**src/rtl/pulse_mult.sv**
```systemverilog
// pulse_mult: strobe-driven pulse multiplier. Each accepted request on `in`
// becomes a burst of N one-cycle pulses on `out`, separated by GAP idle
// cycles. Requests that arrive while a burst is running are dropped and
// recorded in the sticky `overrun` flag.
package pulse_mult_pkg;
  typedef enum logic [1:0] {
    S_IDLE  = 2'b00,
    S_PULSE = 2'b01,
    S_GAP   = 2'b10,
    S_BAD   = 2'b11
  } state_t;
endpackage

module pulse_mult
  import pulse_mult_pkg::*;
#(
  parameter int N   = 3,
  parameter int GAP = 1,
  parameter int CW  = 4
) (
  input  logic          clk,
  input  logic          rst,
  input  logic          in,
  output logic          ready,
  output logic          out,
  output logic [1:0]    state,
  output logic [CW-1:0] remaining,
  output logic          overrun
);

  // Reload values. The gap reload is only used when GAP > 0, so a GAP of 0
  // is clamped here rather than wrapping to all ones.
  localparam logic [CW-1:0] L_NM1 = CW'(N - 1);
  localparam logic [CW-1:0] L_GM1 = (GAP > 0) ? CW'(GAP - 1) : '0;

  state_t        r_state;
  logic          r_out;
  logic [CW-1:0] r_rem;
  logic [CW-1:0] r_gap;
  logic          r_ovr;

  // Decrement helpers; the counters saturate at zero rather than wrap.
  logic [CW-1:0] w_rem_dec;
  logic [CW-1:0] w_gap_dec;
  assign w_rem_dec = (r_rem != '0) ? r_rem - 1'b1 : r_rem;
  assign w_gap_dec = (r_gap != '0) ? r_gap - 1'b1 : r_gap;

  // Burst FSM with registered pulse output, counters and sticky drop flag.
  always_ff @(posedge clk or negedge rst) begin
    if (!rst) begin
      r_state <= S_IDLE;
      r_out   <= 1'b0;
      r_rem   <= '0;
      r_gap   <= '0;
      r_ovr   <= 1'b0;
    end else begin
      // Any request outside IDLE is lost, including on the last pulse.
      if (in && (r_state != S_IDLE)) r_ovr <= 1'b1;

      case (r_state)
        S_IDLE: begin
          if (in) begin
            r_state <= S_PULSE;
            r_out   <= 1'b1;
            r_rem   <= L_NM1;
          end else begin
            r_out   <= 1'b0;
          end
        end
        S_PULSE: begin
          if (r_rem == '0) begin
            r_state <= S_IDLE;
            r_out   <= 1'b0;
          end else if (GAP == 0) begin
            r_out   <= 1'b1;
            r_rem   <= w_rem_dec;
          end else begin
            r_state <= S_GAP;
            r_out   <= 1'b0;
            r_gap   <= L_GM1;
          end
        end
        S_GAP: begin
          if (r_gap == '0) begin
            r_state <= S_PULSE;
            r_out   <= 1'b1;
            r_rem   <= w_rem_dec;
          end else begin
            r_gap   <= w_gap_dec;
          end
        end
        default: begin
          // Unreachable encoding: recover to a quiet IDLE.
          r_state <= S_IDLE;
          r_out   <= 1'b0;
          r_rem   <= '0;
        end
      endcase
    end
  end

  assign ready     = (r_state == S_IDLE);
  assign out       = r_out;
  assign state     = r_state;
  assign remaining = r_rem;
  assign overrun   = r_ovr;

endmodule
```
**config.mk**
```make
export PLATFORM = sky130hd
export DESIGN_NAME = pulse_mult
export DESIGN_NICKNAME = d
export VERILOG_FILES = /design/src/rtl/pulse_mult.sv
export SDC_FILE = /design/constraint.sdc
export NUM_CORES = 1
export LEC_CHECK = 0
export ABC_CLOCK_PERIOD_IN_PS = 2750
export BUFFER_PORTS_ARGS = -buffer_cell sky130_fd_sc_hd__clkbuf_2
export CAP_MARGIN = 15
export CELL_PAD_IN_SITES_DETAIL_PLACEMENT = 0
export CELL_PAD_IN_SITES_GLOBAL_PLACEMENT = 1
export CORE_MARGIN = 1
export CORE_UTILIZATION = 43
export DETAILED_ROUTE_END_ITERATION = 16
export HOLD_SLACK_MARGIN = 0.15
export PLACE_DENSITY_LB_ADDON = 0.1
export SLEW_MARGIN = 20
export SYNTH_ARGS = -nofsm -noshare
export SYNTH_HDL_FRONTEND = slang
export SYNTH_SLANG_ARGS = --single-unit
```
**constraint.sdc**
```tcl
create_clock -name clk -period 2.75 [get_ports clk]
set_input_delay 0.55 -clock clk [delete_from_list [all_inputs] [get_ports clk]]
set_output_delay 0.55 -clock clk [all_outputs]
set_load 0.1 [all_outputs]
```
**Word level (Yosys, flattened, before mapping)**

Index checks and enable logic that the tools add are counted.

- Flip-flop bits (word level): 12

- Bitwise logic cells: 1
- Equality and inequality tests: 8
- Add/subtract/negate cells: 2
- Reductions and logical operators: 11
- Muxes and demuxes: 15

Operator list:

| cell | number |
|---|---|
| two-way mux 4 bit | 6 |
| != test 2 bit, second input constant | 6 |
| case mux 4 bit (3 select lines) | 1 |
| logical NOT 4 bit | 2 |
| case mux 4 bit (2 select lines) | 1 |
| AND reduction 4 bit | 2 |
| nonzero test 4 bit | 2 |
| subtractor 4 x 1 -> 4 bit, second input constant | 2 |
| two-way mux 2 bit | 3 |
| case mux 2 bit (3 select lines) | 1 |
| nonzero test 2 bit | 2 |
| equality test 2 x 1 -> 1 bit, second input constant | 1 |
| equality test 2 bit, second input constant | 1 |
| logical NOT 2 bit | 1 |
| two-way mux 1 bit | 2 |
| case mux 1 bit (2 select lines) | 1 |
| AND reduction 2 bit | 1 |
| logical AND 1 bit | 1 |
| NOT 1 bit | 1 |

**Depth between registers and ports, before layout**

- Word-level depth: 4
- Depth in mapped cells: 6
- Depth with buffers taken out: 5

**Worst setup path before layout**

OpenSTA, ideal clock, no wires.

- Kind: register to output
- Start: reg r_state[1], in the netlist state[1]
- End: out ready
- Required time: 2.200 ns
- Path slack: -0.141 ns
- Stages on the path, launching flop included: 3
- Data arrival time: 2.341 ns
- Path through: dfrtp_1 -> buf_4 -> nor2_1

- Longest elaborated chain between the ends: 1

RTL lines:

| what | RTL line | source |
|---|---|---|
| from (decl) | 36 | `state_t r_state;` |
| from (signal assigned) | 51 | `r_state <= S_IDLE;` |
| from (signal assigned) | 63 | `r_state <= S_PULSE;` |
| from (signal assigned) | 72 | `r_state <= S_IDLE;` |
| logical NOT 2 bit | 102 | `assign ready = (r_state == S_IDLE);` |
| to (decl) | 24 | `output logic ready,` |

Every way passes these cells.

**Worst setup path in the final report**

- Start: reg r_state[1], in the netlist state[1]
- End: out state[1]

RTL lines:

| what | RTL line | source |
|---|---|---|
| to (decl) | 26 | `output logic [1:0] state,` |

No word-level cell between the ends.

==> flow_metrics.py <==
metrics = {
    "outcome": {
        "outcome": "complete, no violations",
    },
    "detailed_routing": {
        "wirelength_um": 1290,
        "drc": 0,
        "vias": 546,
        "first_iter_violations": 10,
        "dr.pass1.iters": 4,
        "wl_per_cell_um": 13.3,
        "antenna_left": 0,
        "via_per_inst": 5.63,
    },
    "clock_network": {
        "holdBufCountCts": 0,
        "clockBufferDepth": 2,
        "clk_pin_slew_ns": 0.08,
        "cts_tree": "yes",
        "cts_sinks": 12,
        "htree_levels": 1,
        "postCtsSetupBuffers": 0,
        "numCtsBuffers": 3,
        "clk_latency_ns": 0.28,
        "cts_root_buffer": "clkbuf_4",
        "cts-resized-gates": 0,
    },
    "synth": {
        "synth_area_um2": 683,
        "ys_warn_count": 0,
        "synth-simple-area-share_pct": 25.3,
        "synth_enable_flop_cells": 0,
        "synth-compound-area-share_pct": 12.3,
        "ys_seq_area_share_pct": 44.0,
        "synth_area_leader_cell": "dfrtp_1",
        "synthFlopType": "dfrtp_1",
        "synth_cell_types": 29,
        "synth_fa_ha_area_share_pct": 5.49,
        "synth_top_family_by_area": "simple AND/OR/NAND/NOR gates",
        "synthXorXnorAreaFrac_pct": 0,
        "syn_area_per_cell_um2": 10.0,
        "syn-num-nets": 74,
        "async_flop_share_pct": 100,
        "yosysTopAreaCellShare_pct": 44.0,
        "synth.area.top_cells": "dfrtp_1 (44%), mux2i_1 (7.3%), ha_1 (5.5%), nand3_1 (3.7%), o21ai_0 (2.9%)",
        "ys_ff_latch": 12,
        "synthMuxAreaShare_pct": 7.33,
        "netlist_instances": 68,
    },
    "setup_path": {
        "rr_worst_depth": 5,
        "path_buf_inv": 1,
        "rr_startpoint": "r_gap[0]",
        "path_max_fanout": 15,
        "r2r_setup_slack_ns": 0.98,
        "path_cells": "clkbuf_2",
        "crit_arrival_ns": 1.42,
        "crit_type": "register to output port",
        "crit_required_ns": 2.20,
        "start_kind": "register",
        "slowest_stage": "dfrtp_1",
        "crit_path_end_kind": "output port",
        "crit_family": "flip-flops",
        "r2r-end": "remaining[3]",
        "max_stage_delay_ns": 0.60,
    },
    "die": {
        "rows": 14,
        "die-area_mm2": 0.00175,
        "die_width_um": 41.9,
        "coreArea_mm2": 0.00149,
        "start_util_pct": 45.9,
        "pin_count": 12,
        "die_h_um": 41.9,
    },
    "timing": {
        "fin_skew_ns": 0.000713,
        "finalCritPeriodShare_pct": 71.5,
        "tns_ns": 0,
        "relSlewSlack_pct": 64.1,
        "hold_viol_final": 0,
        "period_minus_slack_ns": 1.97,
        "fmax_mhz": 508,
        "finalMaxSlewViolations": 0,
        "grt_setup_unrepaired": "false",
        "worst_slew_pin_slew_ns": 0.541,
        "setup_viol": 0,
    },
    "finish": {
        "final_cell_mix": "dfrtp_1 (12), clkbuf_2 (11), inv_1 (5), nand3_1 (5), mux2i_1 (5)",
        "drive_above_1_share_pct": 23.5,
        "antenna_cells": 0,
        "final_nets": 88,
        "fillers": 142,
        "area_growth_pct": 14.8,
        "layout_commonest_cell": "dfrtp_1",
    },
    "global_routing": {
        "grt.total_usage_pct": 17.1,
        "antenna_found_initial": 0,
        "grt_pass1_vias": 493,
        "grt_max_degree": 16,
        "grt_overflow": 0,
        "grt_pass1_wl_um": 2270,
    },
    "job": {
        "maxCapViolCount": 0,
    },
    "min_path": {
        "hp-class": "input pin to asynchronous set/reset pin",
    },
    "placed_design": {
        "dpl.hpwl_um": 881,
        "place_congestion": 0.792,
        "port_buffers": 11,
    },
}
flip-flops by register name, indices dropped and copies added, names as in the netlist:
signal	count
out	1
r_gap	4
overrun	1
remaining	4
state	2
cells by family after synthesis:
logic type,count (synthesis)
buffers and inverters,8
muxes,5
AOI/OAI and AO/OA,12
adders and majority gates,3
and+or+nand+nor,28
DFF,12
area by class of cell:
class	count	area, µm²	area share [%]
multi-input cells	48	347	44.2
flip-flops and latches	12	300	38.3
repair buffers	12	62.6	7.97
clock buffers	4	36.3	4.63
well taps	16	20.0	2.55
inverters	5	18.8	2.39
Yosys cell counts (3+ instances only):
library cell	number
inv_1	5
nor2_1	4
dfrtp_1	12
mux2i_1	5
o21ai_0	4
nand3_1	5
ha_1	3
nand2b_1	3
worst register-to-register path, stage by stage, from the launching register on:
cell and delay, ns:
dfrtp_1 0.38, inv_1 0.09, ha_1 0.19, or3b_1 0.47, nor4_1 0.36, mux2i_1 0.22
metrics by stage:
step / util (%) / area (µm²) / setup WS, ns / hold slack (ns) / instances
floorplan: - / 686 / 0.328 / 0.254 / 68
CTS: 52.7 / 785 / 0.775 / 0.155 / 97
global placement: 50.3 / 748 / 1.00 / 0.450 / 93
finish: 52.7 / 785 / 0.782 / 0.142 / 97
global route: 52.7 / 785 / 0.704 / 0.172 / 97
detailed placement: 50.3 / 748 / 1.00 / 0.456 / 93
routing by layer:
metal	wire [µm]	vias up	track usage, %
li1	-	273	-
met1	738	260	26.9
met2	500	11	22.5
met3	30	2	2.61
met4	18	0	7.74
met5	0	-	0
worst max-delay path by stage:
| stage | endpoint | from | cells past startpoint |
|---|---|---|---|
| final | state[1] | state[1] | 1 |
| after global routing | state[1] | state[1] | 1 |
| after CTS | state[1] | state[1] | 1 |
| after detailed placement | remaining[3] | r_gap[0] | 5 |
| after global placement | remaining[3] | r_gap[0] | 5 |
| after floorplan | ready | state[1] | 2 |
Power is not shown: default switching activity piles up to over one toggle a cycle in this logic, so the estimate is an artifact.
